### config.mk
export PLATFORM = sky130hd
export DESIGN_NAME = phase_sequencer
export DESIGN_NICKNAME = d
export VERILOG_FILES = /design/src/rtl/simple_pkg.sv /design/src/rtl/phase_ring.sv /design/src/rtl/phase_sequencer.sv
export SDC_FILE = /design/constraint.sdc
export NUM_CORES = 1
export LEC_CHECK = 0
export CAP_MARGIN = 20
export CORE_ASPECT_RATIO = 0.5
export CORE_MARGIN = 3
export CORE_UTILIZATION = 44
export CTS_CLUSTER_DIAMETER = 120
export CTS_CLUSTER_SIZE = 25
export DETAILED_ROUTE_END_ITERATION = 8
export PLACE_DENSITY = 0.86
export SYNTH_ARGS = -nofsm -noshare
export SYNTH_HDL_FRONTEND = slang
export SYNTH_SLANG_ARGS = --single-unit
### constraint.sdc
create_clock -name clk -period 1.55 [get_ports clk]
set_input_delay 0.31 -clock clk [delete_from_list [all_inputs] [get_ports clk]]
set_output_delay 0.31 -clock clk [all_outputs]
set_load 0.01 [all_outputs]
### src/rtl/simple_pkg.sv
// Shared phase and state definitions for the SIMPLE multi-cycle control path.
// No logic; constants only.
package simple_pkg;

  localparam int PH_N   = 5;
  localparam int PH_IF  = 0;
  localparam int PH_RD  = 1;
  localparam int PH_EX  = 2;
  localparam int PH_MEM = 3;
  localparam int PH_WB  = 4;

  localparam logic [PH_N-1:0] PH_FIRST = 5'b00001;

  typedef enum logic [1:0] {
    ST_IDLE = 2'd0,
    ST_RUN  = 2'd1,
    ST_HALT = 2'd2
  } state_t;

endpackage

### src/rtl/phase_ring.sv
// One-hot phase rotator: load_first/clear take effect on the next edge, rotation one step per clock.
// hold freezes the current phase so a stalled enable stays asserted.
module phase_ring
  import simple_pkg::*;
(
  input  logic            clk,
  input  logic            rst,
  input  logic            load_first,
  input  logic            hold,
  input  logic            clear,
  output logic [PH_N-1:0] ph
);

  always_ff @(posedge clk) begin
    if (rst || clear) begin
      ph <= '0;
    end else if (load_first) begin
      ph <= PH_FIRST;
    end else if (!hold) begin
      ph <= {ph[PH_N-2:0], ph[PH_N-1]};
    end
  end

endmodule

### src/rtl/phase_sequencer.sv
// Run/pause/halt control around the phase ring; all outputs registered, one clock from input to effect.
// mem_wait stretches P1/P4 in place; stop requests are deferred to the next end of P5.
module phase_sequencer
  import simple_pkg::*;
#(
  parameter int CNT_W = 16
) (
  input  logic             clk,
  input  logic             rst,
  input  logic             exec_pulse,
  input  logic             step_mode,
  input  logic             halt_req,
  input  logic             mem_wait,
  output logic [PH_N-1:0]  ph,
  output logic             running,
  output logic             halted,
  output logic             stall,
  output logic [CNT_W-1:0] instr_cnt,
  output logic [CNT_W-1:0] cycle_cnt
);

  state_t state;
  logic   pause_pend;

  logic in_run;
  logic mem_hold;
  logic wb_end;
  logic stop_now;
  logic ring_load;
  logic ring_clear;

  assign in_run   = (state == ST_RUN);
  assign mem_hold = in_run && mem_wait && (ph[PH_IF] || ph[PH_MEM]);
  assign wb_end   = in_run && ph[PH_WB];
  // A pulse landing on the P5 cycle counts as a pause for this very boundary.
  assign stop_now   = halt_req || pause_pend || exec_pulse || step_mode;
  assign ring_load  = !in_run && exec_pulse;
  assign ring_clear = wb_end && stop_now;

  phase_ring u_ring (
    .clk        (clk),
    .rst        (rst),
    .load_first (ring_load),
    .hold       (mem_hold),
    .clear      (ring_clear),
    .ph         (ph)
  );

  always_ff @(posedge clk) begin
    if (rst) begin
      state      <= ST_IDLE;
      pause_pend <= 1'b0;
      running    <= 1'b0;
      halted     <= 1'b0;
      stall      <= 1'b0;
      instr_cnt  <= '0;
      cycle_cnt  <= '0;
    end else begin
      stall <= mem_hold;
      if (in_run) begin
        cycle_cnt <= cycle_cnt + CNT_W'(1);
      end
      case (state)
        ST_IDLE, ST_HALT: begin
          if (exec_pulse) begin
            state   <= ST_RUN;
            running <= 1'b1;
            halted  <= 1'b0;
          end
        end
        ST_RUN: begin
          if (exec_pulse) begin
            pause_pend <= 1'b1;
          end
          if (wb_end) begin
            instr_cnt <= instr_cnt + CNT_W'(1);
            if (halt_req) begin
              state      <= ST_HALT;
              running    <= 1'b0;
              halted     <= 1'b1;
              pause_pend <= 1'b0;
            end else if (pause_pend || exec_pulse || step_mode) begin
              state      <= ST_IDLE;
              running    <= 1'b0;
              pause_pend <= 1'b0;
            end
          end
        end
        default: begin
          state   <= ST_IDLE;
          running <= 1'b0;
          halted  <= 1'b0;
        end
      endcase
    end
  end

endmodule

# After elaboration in Yosys (flattened, before gate mapping)
# Cells that the tools add are included.
[op_classes]
reduce_logical = 19
mux = 20
add_sub_neg = 2
n_eq_ne = 7
[op_table]
columns = ["op", "count"]
rows = [
  ["$add 16x1->16 const B", 2],
  ["$mux 1", 13],
  ["$mux 2", 4],
  ["$logic_or 1x1->1", 7],
  ["$ne 2x2->1 const B", 3],
  ["$reduce_and 3->1", 2],
  ["$logic_and 1x1->1", 5],
  ["$pmux 1 s2", 2],
  ["$pmux 2 s2", 1],
  ["$reduce_or 2->1", 2],
  ["$ne 3x2->1 const B", 1],
  ["$eq 2x1->1 const B", 1],
  ["$eq 2x2->1 const B", 1],
  ["$logic_not 2->1", 1],
  ["$ne 2x1->1 const B", 1],
  ["$reduce_and 2->1", 1],
  ["$logic_not 1->1", 1],
]
[word_totals]
ff_bits = 43
elab_cells = 57
input_bits = 6
output_inout_bits = 40

# Longest topological paths before layout
[logic_depth]
depth_word = 6
mapped_depth = 6
ltp_nobuf = 5

# Modules after synthesis
# From an unflattened synthesis, not the netlist that was laid out.
[unflattened]
hier_cells = 212
area_unflattened_um2 = 1889.3
[modules_own_cells]
columns = ["module", "area_per_inst_um2", "n_inst", "cells_each"]
rows = [
  ["phase_sequencer", 1690.4, 1, 194],
  ["phase_ring", 198.9, 1, 18],
]

# Worst setup path after synthesis
# OpenSTA, ideal clock, no wires.
[synth_timing]
path_type = "flip-flop to flip-flop"
start = "register instr_cnt[2]"
end = "register instr_cnt[15]"
arrival_ns = 1.569
stages_incl_launch_ff = 6
n_path_buf = 1
setup_slack_ns = -0.090
path_cell_list = "dfxtp_1 > buf_2 > nand4b_4 > or2_4 > or4_1 > a21oi_1"
[synth_via]
elab_chain_len = 1
[synth_rtl]
columns = ["item", "line_no", "text"]
rows = [
  ["start, declared", "phase_sequencer.sv:18", "output logic [CNT_W-1:0] instr_cnt,"],
  ["start signal, assigned", "phase_sequencer.sv:76", "instr_cnt <= instr_cnt + CNT_W'(1);"],
  ["$add 16x1->16", "phase_sequencer.sv:76", ""],
]
# Every way passes these cells.
# A chain may end at the register's enable or synchronous reset.

# Worst setup path after layout
[layout_timing]
start = "register state[1]"
end = "register cycle_cnt[14]"
[layout_via]
elab_chain_len = 1
[layout_rtl]
columns = ["item", "line_no", "text"]
rows = [
  ["start, declared", "phase_sequencer.sv:22", "state_t state;"],
  ["start signal, assigned", "phase_sequencer.sv:51", "state <= ST_IDLE;"],
  ["start signal, assigned", "phase_sequencer.sv:66", "state <= ST_RUN;"],
  ["start signal, assigned", "phase_sequencer.sv:78", "state <= ST_HALT;"],
  ["$eq 2x1->1", "phase_sequencer.sv:32", "assign in_run = (state == ST_RUN);"],
  ["end signal, assigned", "phase_sequencer.sv:61", "cycle_cnt <= cycle_cnt + CNT_W'(1);"],
  ["end, declared", "phase_sequencer.sv:19", "output logic [CNT_W-1:0] cycle_cnt"],
]
# Every way passes these cells.

==> impl_metrics.toml <==
[run_status]
status = "completed"

[drt]
wl_per_cell_microns = 13.8
dr.pass1.iters = 4
drt_iter0_drc = 80
vias_per_cell = 5.26
wl_microns = 5000
vias = 1904
drtAntennaViolNets = 0
post-route-drc-count = 0

[critical_path]
crit_family = "simple AND/OR/NAND/NOR gates"
crit_arrival_ns = 1.75
end_kind = "flop"
cp.required_ns = 1.79
path_buf_inv = 0
regToRegStartpoint = "state[1]"
cpPeakStageDelay_ns = 0.52
critical_path.startpoint = "state[1]"
startpoint_type = "flop"
timing_worst_setup_path_type = "flop to flop"
crit_chain = "nand4b_4 > or2_4 > or4_1 > a21oi_2"
critPathMaxFanout = 8
reg2reg_slack_ns = 0.04
slowest_stage = "or4_1"

[yosys]
postSynthCellCount = 224
synth-xor-area-share = 0.0896
ys_seq_area_frac = 0.440
async_reset_ff_frac = 0
synth_top_family_by_area = "simple AND/OR/NAND/NOR gates"
synth_mux_area_frac = 0.0262
ys.flop_type = "dfxtp_1"
synthAdderAreaFrac = 0.0128
synth-compound-area-share = 0.0960
synth-edff-count = 0
avgSynthCellArea_sq_um = 8.73
ys_types = 41
yosysWarnings = 0
synth-seq-cells = 43
yosys.area_share.simple = 0.303
netlist_area_sq_mm = 0.00196
synth_fp_nets = 232

[cts]
cts-root-buf = "clkbuf_8"
clk_path_buf_depth = 2
htree_levels = 2
cts_made_buffers = 5
path_clk_slew_ns = 0.08
clk_latency_ns = 0.31
cts_tree = "done"
cts_sinks = 43
ctsHoldBuffers = 0

[floorplanning]
die_w_microns = 100
die_area_sq_mm = 0.00533
ios = 46
dieHeight_microns = 53.1
start_util = 0.479
coreArea_sq_mm = 0.00408
rows = 16

[power]
pwr-share-clk = 0.414
netSwitchingFraction = 0.224
vdd.ir_drop.worst_mv = 0.424
total_power_mw = 2.22
switchingPower_uw = 498
p_comb_frac = 0.075
seqPwrFrac = 0.511
p_leak_nw = 1.36
p_per_area_mw_per_mm2 = 771
p_int_mw = 1.72

[sta]
rsz0062_at_grt = "true"
fin_skew_ns = 0.0109
period_share = 0.975
timing.fmax_mhz = 662
tightest_slew_ns = 0.475
hold_violations = 0
whs_ns = 0.481
layout_min_cycle_time_ns = 1.51
max_slew_margin = 0.682
setup_viol = 0
maxSlewViolCount = 0

[place]
hpwl_microns = 3580
gp_congestion = 0.852
place_area_sq_mm = 0.00274
port_buffers = 45

[cells_and_area]
final_net_count = 315
final_layout_size_suffix_gt1_frac = 0.247
fin_area_sq_mm = 0.00288
diodes = 0
mostFrequentLayoutCell = "buf_4"
layout_common_cells = "buf_4 (42), dfxtp_1 (32), nor2_1 (30), dlygate4sd2_1 (27), nand2_1 (15)"
area_growth_pct = 47.4

[min_path]
hp-start = "halted"
min_path_type = "flop to flop"

[grt]
met1_usage = 0.205
grt.total_usage = 0.190
grt_use_met3 = 0.0605
grt_antenna_before_repair = 0
grt_pass1_vias = 1819
grt-ovfl-total = 0
grtUsageMet2 = 0.361
grt_pass1_wl_microns = 7960
grt_start_max_net_pins = 17
busiest_layer = "met2"

[job]
max-cap-violations = 0
[layout make-up]
cell class	count	area (sq um)
clock buffers	6	82.6
clock inverters	2	35.0
fillers	328	1200
inverters	3	11.3
multi-input cells	167	1050
flip-flops and latches	43	880
well taps	54	67.6
repair buffers	87	754
[power by group through the flow]
stage	combinational, mW	clock [mW]	sequential, mW
finish	0.167	0.919	1.14
global route	0.184	0.979	1.14
CTS	0.167	0.938	1.14
detailed placement	0.171	0	1.16
global placement	0.167	0	1.16
floorplan	0.0791	0	1.17
[worst register-to-register path, stage by stage (launching register included)]
cell and delay (ns):
dfxtp_4 0.37, nand4b_4 0.17, or2_4 0.26, or4_1 0.52
a21oi_2 0.13
[logic make-up (layout without fill, tap and decap cells)]
| logic type | Yosys count | after routing |
|---|---|---|
| AO/OA/AOI/OAI | 33 | 33 |
| XOR/XNOR | 20 | 20 |
| adder cells (fa/ha/maj) | 2 | 2 |
| buffers and inverters | 14 | 98 |
| flip-flops | 43 | 43 |
| multiplexers | 5 | 5 |
| AND/OR/NAND/NOR | 107 | 107 |
[sequential cells by signal, indices dropped and copies added, names as in the netlist]
name and count:
state 2, stall 1, cycle_cnt 16, pause_pend 1, u_ring.ph 5, running 1
instr_cnt 16, halted 1
[synthesized netlist by cell type, types with 3 or more instances]
cell      instances  area (sq um)
a21oi_1          16          80.1
clkbuf_1          6          22.5
dfxtp_1          43           861
inv_1             3          11.3
mux2i_1           4          40.0
nand2_1          15          56.3
nand3_1           8          40.0
nand4_1           7          43.8
nor2_1           30           113
nor2b_1           4          25.0
nor3_1           12          60.1
nor4_1            7          43.8
o21ai_0           9          45.0
o21bai_1          3          22.5
or3_1             4          25.0
xnor2_1          13           114
xor2_1            7          61.3
[timing repair]
item / in CTS / in global routing
endpoints found under the setup margin: 34 / 18
setup buffers: 0 / 1
cloned: 0 / 0
resized for setup: 33 / 18
pin swaps: 0 / 5
[layer usage]
layer / part of all wire / wire length [microns]
met1: 0.44 / 2180
met2: 0.51 / 2570
met3: 0.042 / 211
met4: 0.0070 / 35
met5: 0 / 0
[metrics by stage]
stage	utilization	std cells	setup TNS [ns]	setup WS, ns
finish	0.706	362	0	0.0389
global route	0.706	362	-0.0668	-0.0258
CTS	0.693	361	0	0.000407
detailed placement	0.670	353	-0.447	-0.102
global placement	0.670	353	-0.0275	-0.0275
floorplan	-	224	0	0.00602
[final timing paths]
check / endpoint / depth (start not counted)
worst max-delay path: cycle_cnt[14] / 4
worst max register to register: cycle_cnt[14] / 4
worst min-delay path: halted / 2
worst min register to register: halted / 2
No activity file was read; power rests on OpenSTA's default activity.
